[src/rtl/counter_mod_n_pkg.sv]
// Shared types and helpers for the modulo-N counter family.
package counter_mod_n_pkg;

   // Behaviour at the range ends.
   typedef enum logic {
      MODE_WRAP = 1'b0,
      MODE_SAT  = 1'b1
   } mode_e;

   // Count direction as carried on the UP pin.
   typedef enum logic {
      DIR_DOWN = 1'b0,
      DIR_UP   = 1'b1
   } dir_e;

   // Action taken on the next clock edge.
   typedef enum logic [2:0] {
      OP_HOLD,
      OP_CLEAR,
      OP_LOAD,
      OP_INC,
      OP_DEC,
      OP_TO_ZERO,
      OP_TO_MAX,
      OP_SAT_LOW
   } op_e;

   // Legal when 2 <= modulus <= 2**width.
   function automatic bit modulus_ok(input int unsigned width, input int unsigned modulus);
      if (width == 0 || width > 31) return 1'b0;
      return (modulus >= 2) && (modulus <= (32'd1 << width));
   endfunction

endpackage

[src/rtl/counter_mod_n.sv]
// Parametrised modulo-N up/down counter with load, enable, wrap/saturate
// mode, combinational cascade terminal count and a sticky DONE flag.
module counter_mod_n
   import counter_mod_n_pkg::*;
#(
   parameter int unsigned WIDTH    = 4,
   parameter int unsigned MODULUS  = 10,
   parameter int unsigned SATURATE = 0
) (
   input  logic             CLK,
   input  logic             CLEAR,
   input  logic             EN,
   input  logic             UP,
   input  logic             LOAD,
   input  logic [WIDTH-1:0] LOAD_VAL,
   output logic [WIDTH-1:0] Q,
   output logic             TC,
   output logic             ZERO,
   output logic             DONE
);

   localparam logic [WIDTH-1:0] QMAX = WIDTH'(MODULUS - 1);
   localparam mode_e            MODE = (SATURATE != 0) ? MODE_SAT : MODE_WRAP;

   if (!modulus_ok(WIDTH, MODULUS)) begin : g_param_check
      $error("counter_mod_n: illegal parameters WIDTH=%0d MODULUS=%0d", WIDTH, MODULUS);
   end

   dir_e             dir;
   logic             at_top;
   logic             at_bot;
   logic             end_hit;
   logic [WIDTH-1:0] load_q;
   op_e              op;

   assign dir     = dir_e'(UP);
   assign at_top  = (Q == QMAX);
   assign at_bot  = (Q == '0);
   assign end_hit = (dir == DIR_UP) ? at_top : at_bot;

   // Comparing against QMAX instead of MODULUS keeps the test inside WIDTH
   // bits, so MODULUS == 2**WIDTH simply never clamps.
   assign load_q  = (LOAD_VAL > QMAX) ? QMAX : LOAD_VAL;

   assign TC      = EN & ~CLEAR & ~LOAD & end_hit;
   assign ZERO    = at_bot;

   // Decode the edge action with CLEAR > LOAD > EN priority.
   always_comb begin
      op = OP_HOLD;
      if (CLEAR) begin
         op = OP_CLEAR;
      end else if (LOAD) begin
         op = OP_LOAD;
      end else if (EN) begin
         if (dir == DIR_UP) begin
            if (!at_top)               op = OP_INC;
            else if (MODE == MODE_SAT) op = OP_HOLD;
            else                       op = OP_TO_ZERO;
         end else begin
            if (!at_bot)               op = OP_DEC;
            else if (MODE == MODE_SAT) op = OP_SAT_LOW;
            else                       op = OP_TO_MAX;
         end
      end
   end

   // Count register and sticky DONE flag.
   always_ff @(posedge CLK) begin
      case (op)
         OP_CLEAR: begin
            Q    <= '0;
            DONE <= 1'b0;
         end
         OP_LOAD: begin
            Q    <= load_q;
            DONE <= 1'b0;
         end
         OP_INC:     Q    <= Q + WIDTH'(1);
         OP_DEC:     Q    <= Q - WIDTH'(1);
         OP_TO_ZERO: Q    <= '0;
         OP_TO_MAX:  Q    <= QMAX;
         OP_SAT_LOW: DONE <= 1'b1;
         default: ;
      endcase
   end

endmodule

[config.mk]
export PLATFORM = sky130hd
export DESIGN_NAME = counter_mod_n
export DESIGN_NICKNAME = d
export VERILOG_FILES = /design/src/rtl/counter_mod_n_pkg.sv /design/src/rtl/counter_mod_n.sv
export SDC_FILE = /design/constraint.sdc
export NUM_CORES = 1
export LEC_CHECK = 0
export BUFFER_PORTS_ARGS = -buffer_cell sky130_fd_sc_hd__buf_4
export CORE_AREA = 2 2 39 41
export CTS_BUF_LIST = sky130_fd_sc_hd__clkbuf_2
export DETAILED_ROUTE_END_ITERATION = 8
export DIE_AREA = 0 0 41 43
export PLACE_DENSITY = 0.58
export SETUP_SLACK_MARGIN = 0.4
export SYNTH_ARGS = -nofsm -noshare
export SYNTH_HDL_FRONTEND = slang
export SYNTH_SLANG_ARGS = --single-unit
[constraint.sdc]
create_clock -name CLK -period 3.9 [get_ports CLK]
set_input_delay 0 -clock CLK [delete_from_list [all_inputs] [get_ports CLK]]
set_output_delay 0 -clock CLK [all_outputs]
set_load 0.1 [all_outputs]
==> metrics.yaml, run 1 <==
synth:
  synth_area_um2: 422.9
  ys_warn_count: 0
  seq_area_frac_synth_pct: 35.50
  synthAdderAreaFrac_pct: 10.65
  synthSimpleGateAreaFrac_pct: 21.01
  synthXorXnorAreaFrac_pct: 2.071
  syn_area_per_cell_um2: 10.07
  synth_cell_types: 26
  synth_top_family_by_area: "compound AO/OA/AOI/OAI gates"
  synthCells: 42
  ys_seq_elements: 5
  muxShareOfSynthArea_pct: 2.367
  synth-compound-area-share_pct: 24.85
  syn_nets: 54
floorplanning:
  die_h_um: 43
  start_util_pct: 30.56
  coreArea_mm2: 0.001384
  rows: 14
  fp.dieW_um: 41
  dieArea_mm2: 0.001763
  io_pins: 16
timing:
  post-route-min-period_ns: 2.364
  rsz0062_at_grt: "false"
  fmax_mhz: 423.1
  finalMaxSlewViolations: 0
  fin_ws_ns: 1.536
  skew_ns: 0.01205
  period_share_pct: 60.61
  finalHoldViolCount: 0
  setup_tns_ns: 0
  setup_viol: 0
critical_path:
  startpoint_type: "flip-flop"
  required_ns: 3.88
  timing.rr.start: "Q[3]"
  cp_max_fo: 7
  crit_type: "flip-flop to flip-flop"
  worstReg2RegEnd: "Q[3]"
  endpoint: "Q[3]"
  arrival_ns: 2.34
  r2r_slack_ns: 1.54
  crit_start: "Q[3]"
  endpoint_kind: "flip-flop"
  worst-r2r-cell-count: 7
routing:
  wl_per_cell_um: 13.78
  firstDrtPassIters: 4
  drc_errors: 0
  antenna_left: 0
  drt_wl_total_um: 1061
  drt_iter0_drc: 13
  vias_per_cell: 5.208
  vias: 401
place:
  io_buffers: 15
  dp_hpwl_um: 838
  post-place-ws_ns: 1.556
  gp_congestion: 0.7514
  place_area_um2: 560.5
global_route:
  grt-ovfl-total: 0
  grtUsageMet1_pct: 14.98
  gr-usage-all-layers_pct: 14.31
  grt_pass1_vias: 358
  antenna_found_initial: 0
  grtUsageMet2_pct: 21.56
  grt_max_degree: 8
  met3_usage_pct: 9.424
  grt_pass1_wl_um: 1559
  grt.busiest_layer: "met2"
power:
  fin_total_pwr_mw: 0.2220
  power.leakage_nw: 0.2657
  power.internal_mw: 0.1189
  ir_drop_v: 0.0002241
  seq_power_share_pct: 33.8
  p_comb_share_pct: 43.3
  power_switching_mw: 0.1031
  power.share.clock_pct: 22.9
  p_per_area_mw_per_mm2: 382.4
  p_sw_share_pct: 46.42
clock_network:
  cts_resized: 0
  hold_buffers: 0
  cts_made_buffers: 3
  post_cts_buffers: 0
  cts_sinks: 5
  clockBufferDepth: 2
  clk-insertion-delay-late_ns: 0.23
  ctsRootBufferMaster: "clkbuf_2"
  ctsHtreeMaxLevel: 1
  cts_tree: "done"
  clk_pin_slew_ns: 0.07
layout:
  final_nets: 74
  design_area_um2: 580.6
  n_antenna_cell: 0
  multiInputGateArea_um2: 266.5
  drive_gt1_share_pct: 36.07
  area_growth_pct: 37.28
  seq_area_um2: 150.1
  fill_cells: 149
job:
  cap_violations: 0
min_path:
  worstHoldPathType: "input pin to flip-flop"
  worstHoldStart: "LOAD_VAL[1]"
status:
  outcome: "complete, no violations"
==> flip-flops by register name, indices dropped and copies added (netlist names) <==
register	flops
DONE	1
Q	4
==> worst min path at each step <==
| stage | end | slack [ns] | depth (start not counted) |
|---|---|---|---|
| after floorplan | Q[0] | 0.20 | 1 |
| after global placement | Q[1] | 0.31 | 2 |
| after detailed placement | Q[2] | 0.30 | 2 |
| after CTS | Q[1] | 0.06 | 2 |
| after global routing | Q[1] | 0.05 | 2 |
| final | Q[1] | 0.07 | 2 |
==> layout by cell type, fill, tap and decap left out <==
cell and count:
a32o_1 2, clkbuf_2 4, a21o_1 1, nor2_1 5, nand2b_1 2, ha_1 2
edfxtp_1 5, nor3_1 2, mux2i_1 1, and2_1 1, fa_1 1, nor4_4 1
a21oi_2 1, a221oi_1 1, conb_1 1, nor2b_1 1, o21ai_0 1, xor2_1 1
inv_1 3, o21ai_1 1, a211oi_2 1, o31ai_1 2, a2111oi_1 1, or3_1 1
a31o_1 1, nand2_1 2, a211o_1 1, buf_4 15
==> area by class of cell <==
class | instances | share of cell area [%]
Clock buffer | 4 | 3.448
Inverter | 3 | 1.940
Multi-Input combinational cell | 34 | 45.91
Sequential cell | 5 | 25.86
Tap cell | 16 | 3.448
Timing Repair Buffer | 15 | 19.40
==> worst max-delay path, cell delays in order (launching register included) <==
cell	delay, ns
edfxtp_1	0.51
nor4_4	0.42
a211oi_2	0.17
ha_1	0.30
a21o_1	0.13
a21oi_2	0.08
a2111oi_1	0.36
o31ai_1	0.13
==> cell usage after synthesis <==
master	count	area [um2]
edfxtp_1	5	150.1
nor2_1	5	18.77
inv_1	3	11.26
a32o_1	2	20.02
ha_1	2	25.02
nand2_1	2	7.510
nand2b_1	2	12.51
nor3_1	2	10.01
o31ai_1	2	15.01
a2111oi_1	1	10.01
a211o_1	1	8.760
a211oi_1	1	7.510
a21o_1	1	7.510
a21oi_2	1	8.760
a221oi_1	1	8.760
a31o_1	1	8.760
and2_1	1	6.260
conb_1	1	3.750
fa_1	1	20.02
mux2i_1	1	10.01
nor2b_1	1	6.260
nor4_4	1	21.27
o21ai_0	1	5.000
o21ai_1	1	5.000
or3_1	1	6.260
xor2_1	1	8.760
==> per-stage QoR <==
stage | instances | hold WS (ns) | utilization [%]
2_1_floorplan | 42 | 0.1979 | -
3_3_place_gp | 73 | 0.3058 | 40.51
3_5_place_dp | 73 | 0.3035 | 40.51
4_1_cts | 77 | 0.05713 | 41.95
5_1_grt | 77 | 0.04780 | 41.95
6_report | 77 | 0.06751 | 41.95
==> layer usage <==
| layer | share of wire (%) | routed length [um] | up-vias |
|---|---|---|---|
| met5 | 0 | 0 | - |
| met3 | 5.8 | 62 | 0 |
| li1 | - | - | 200 |
| met1 | 44 | 466 | 190 |
| met4 | 0 | 0 | 0 |
| met2 | 50 | 532 | 11 |
==> cell families (layout without fill, tap and decap cells) <==
kind of cell    after synthesis  in the layout
simple gates                 15             15
compound gates               13             13
flops                         5              5
fa+ha+maj                     3              3
buf+inv                       3             22
other cells                   1              1
xor+xnor                      1              1
mux                           1              1
==> power by group through the flow <==
stage	registers, mW	clock network, mW	logic, mW
6_report	0.0751	0.0507	0.0961
3_3_place_gp	0.0760	0	0.0964
5_1_grt	0.0765	0.0557	0.101
4_1_cts	0.0752	0.0524	0.0961
3_5_place_dp	0.0764	0	0.0961
2_1_floorplan	0.111	0	0.0361
(Power assumes the default switching activity.)
==> inputs of run 2 (changes only) <==
--- a/config.mk
+++ b/config.mk
@@ -5,12 +5,13 @@
 export SDC_FILE = /design/constraint.sdc
 export NUM_CORES = 1
 export LEC_CHECK = 0
+export ABC_AREA = 1
 export BUFFER_PORTS_ARGS = -buffer_cell sky130_fd_sc_hd__buf_4
 export CORE_AREA = 2 2 39 41
 export CTS_BUF_LIST = sky130_fd_sc_hd__clkbuf_2
 export DETAILED_ROUTE_END_ITERATION = 8
 export DIE_AREA = 0 0 41 43
-export PLACE_DENSITY = 0.58
+export PLACE_DENSITY = 0.65
 export SETUP_SLACK_MARGIN = 0.4
 export SYNTH_ARGS = -nofsm -noshare
 export SYNTH_HDL_FRONTEND = slang
==> constraint.sdc (replaced) <==
create_clock -name CLK -period 2 [get_ports CLK]
set_input_delay 0 -clock CLK [delete_from_list [all_inputs] [get_ports CLK]]
set_output_delay 0 -clock CLK [all_outputs]
set_load 0.1 [all_outputs]
==> run 2 against run 1 <==
Net effect: the flow now finishes with violations (setup timing); combinational power increased to 3.4 times the previous value; largest cell class unchanged; clock skew is 0.0068 ns lower; final cell count is 52% higher; power rose to 2.6 times the previous value; sequential cell count did not move; synthesized cell count grew 64%; largest power group unchanged; critical endpoint unchanged; via count is 39% higher; highest routed layer is now met4; wire length grew 28%; synthesized area increased by 15%; critical path depth is 8 higher.
==> metrics.yaml, run 2 <==
status:
  outcome: "complete, but fails checks"
  violations: "setup timing"
synth:
  seq_area_frac_synth_pct: 30.85
  synthCells: 69
  ys_seq_elements: 5
  muxShareOfSynthArea_pct: 0
  synth-compound-area-share_pct: 5.913
  ys_warn_count: 0
  netlist_top_cells_count: "17 x nand2_1, 14 x inv_1, 9 x nand3_1, 5 x edfxtp_1, 5 x nor2_1"
  syn_area_per_cell_um2: 7.054
  synth.most_common_cell: "nand2_1"
  synth-async-reset-ratio_pct: 0
  synth-main-ff-cell: "edfxtp_1"
  synthXorXnorAreaFrac_pct: 1.799
  synth_top_family_by_area: "simple AND/OR/NAND/NOR gates"
  synth_area_leaders: "edfxtp_1 31%, nand2_1 13%, inv_1 11%, nand3_1 9.3%, ha_1 5.1%"
  synthSimpleGateAreaFrac_pct: 40.62
  synth_top_area_share_pct: 30.85
  synthAdderAreaFrac_pct: 9.254
  syn_nets: 81
  synth-edff-count: 5
  synth_area_um2: 486.7
  synth_cell_types: 17
  synth_top_area_cell: "edfxtp_1"
critical_path:
  endpoint_kind: "flip-flop"
  crit_type: "flip-flop to flip-flop"
  timing.rr.start: "Q[1]"
  critPathMostFrequentCell: "nand2_2"
  critPathSlowestCell: "edfxtp_1"
  critPathMaxStageDelay_ns: 0.45
  crit_family: "simple AND/OR/NAND/NOR gates"
  path_cells: "nor2_4 -> nand2_2 -> nand2_2 -> nand3_2 -> nand3_2 -> inv_2 -> ha_4 -> a21oi_4 -> nand3b_1 -> nand2_2 -> inv_2 -> nand2_2 -> inv_2 -> nand2_1 -> nand4_1"
  path_buf_inv: 3
  crit_start: "Q[1]"
  required_ns: 1.96
  arrival_ns: 2.05
  startpoint_type: "flip-flop"
  cp_max_fo: 3
timing:
  fin_ws_ns: -0.08659
  rsz0062_at_grt: "true"
  period_share_pct: 104.3
  post-route-min-period_ns: 2.087
  skew_ns: 0.005272
  fmax_mhz: 479.3
  hold_ws_ns: 0.07292
  finalMaxSlewViolations: 0
  setup_viol: 1
  finalHoldViolCount: 0
floorplanning:
  coreArea_mm2: 0.001384
  rows: 14
  dieArea_mm2: 0.001763
  start_util_pct: 35.17
  io_pins: 16
  fp.dieW_um: 41
  die_h_um: 43
layout:
  final_nets: 114
  regMostFlops: "Q"
  design_area_um2: 833.3
  n_antenna_cell: 0
  layout_common_cells: "27 x buf_4, 13 x nand2_1, 10 x inv_1"
  drive_gt1_share_pct: 57.43
  stdcell_count: 117
  fill_cells: 130
  final_common_cell: "buf_4"
  area_growth_pct: 71.21
  largest_reg_flops: 4
  reg_top3: "Q (4), DONE (1)"
routing:
  vias: 559
  firstDrtPassIters: 4
  drc_errors: 0
  antenna_left: 0
  drt_wl_total_um: 1356
  wl_per_cell_um: 11.59
  drt_iter0_drc: 11
  vias_per_cell: 4.778
global_route:
  antenna_found_initial: 0
  grt-ovfl-total: 0
  grt_pass1_vias: 517
  grt_max_degree: 8
  gr-usage-all-layers_pct: 18.38
  grt_pass1_wl_um: 2111
place:
  place_inst: 108
  dp_hpwl_um: 1013
  gp_congestion: 0.8485
  place_area_um2: 723.2
  io_buffers: 15
clock_network:
  ctsRootBufferMaster: "clkbuf_2"
  clk_pin_slew_ns: 0.06
  clk-insertion-delay-late_ns: 0.23
  cts_made_buffers: 3
  ctsHtreeMaxLevel: 1
  cts_sinks: 5
  clockBufferDepth: 2
  cts_tree: "done"
job:
  cap_violations: 0
power:
  p_per_area_mw_per_mm2: 685.9
  ir_drop_v: 0.0002674
  power.leakage_nw: 0.4312
min_path:
  worstHoldPathType: "input pin to flip-flop"
  worstHoldStart: "LOAD_VAL[0]"
## run 2: changes by cell type in the layout (fill, tap and decap cells not counted), moves of 3 or more
cell	previous run	this run
buf_4	15	27
inv_1	3	10
inv_2	0	4
nand2_1	2	13
nand2_2	0	5
nand3_1	0	5
nand3_2	0	5
nand4_1	0	3
## run 2: power by group
group	switching, mW	internal (mW)
clock	0.0443	0.0529
combinational	0.220	0.108
sequential	0.0130	0.133
total	0.278	0.294
## run 2: layer usage
| metal | GRT usage, % | vias up | share of wire (%) |
|---|---|---|---|
| met3 | 3.141 | 4 | 3.1 |
| met4 | 14.00 | 0 | 2.6 |
| li1 | - | 287 | - |
| met1 | 22.00 | 257 | 39 |
| met5 | 0 | - | 0 |
| met2 | 27.50 | 11 | 55 |
## run 2: layout make-up
cell class | instances | area, um2 | share of cell area, %
clock buffers | 4 | 20.02 | 2.402
multi-input cells | 50 | 372.9 | 44.74
repair buffers | 28 | 217.7 | 26.13
inverters | 14 | 52.55 | 6.306
flip-flops and latches | 5 | 150.1 | 18.02
well taps | 16 | 20.02 | 2.402
## run 2: final timing paths
check        slack, ns   end  depth (start not counted)
max              -0.09  Q[3]                         15
min               0.07  Q[0]                          3
max reg2reg      -0.09  Q[3]                         15
min reg2reg       0.90  Q[0]                          4
## run 2: cells by family after synthesis
family	after synthesis
other	1
and+or+nand+nor	40
xor gates and xnor gates	1
AOI/OAI and AO/OA	5
adders and majority gates	3
DFF	5
buffers and inverters	14
## run 2: worst reg2reg max path, cell delays in order, from the launching register on
cell,delay (ns)
edfxtp_1,0.45
nor2_4,0.17
nand2_2,0.08
nand2_2,0.06
nand3_2,0.09
nand3_2,0.10
inv_2,0.06
ha_4,0.26
a21oi_4,0.14
nand3b_1,0.10
nand2_2,0.09
inv_2,0.04
nand2_2,0.05
inv_2,0.03
nand2_1,0.04
nand4_1,0.07
## run 2: what timing repair did
action	4_1_cts	5_1_grt
setup endpoints to repair	7	8
buffers inserted	3	2
hold buffers	0	0
gates resized for setup	4	11
hold endpoints to repair	0	0
pin swaps	2	9
## run 2: stage by stage
step                TNS [ns]  utilization [%]  total power [mW]  setup slack (ns)
floorplan             -1.695                -            0.3599           -0.5646
detailed placement  -0.08451            52.26            0.4494          -0.08451
CTS                 -0.05820            56.69            0.5575          -0.05820
global route         -0.2955            60.22            0.5975           -0.2320
finish              -0.08659            60.22            0.5716          -0.08659
global placement           0            52.26            0.4454           0.01551
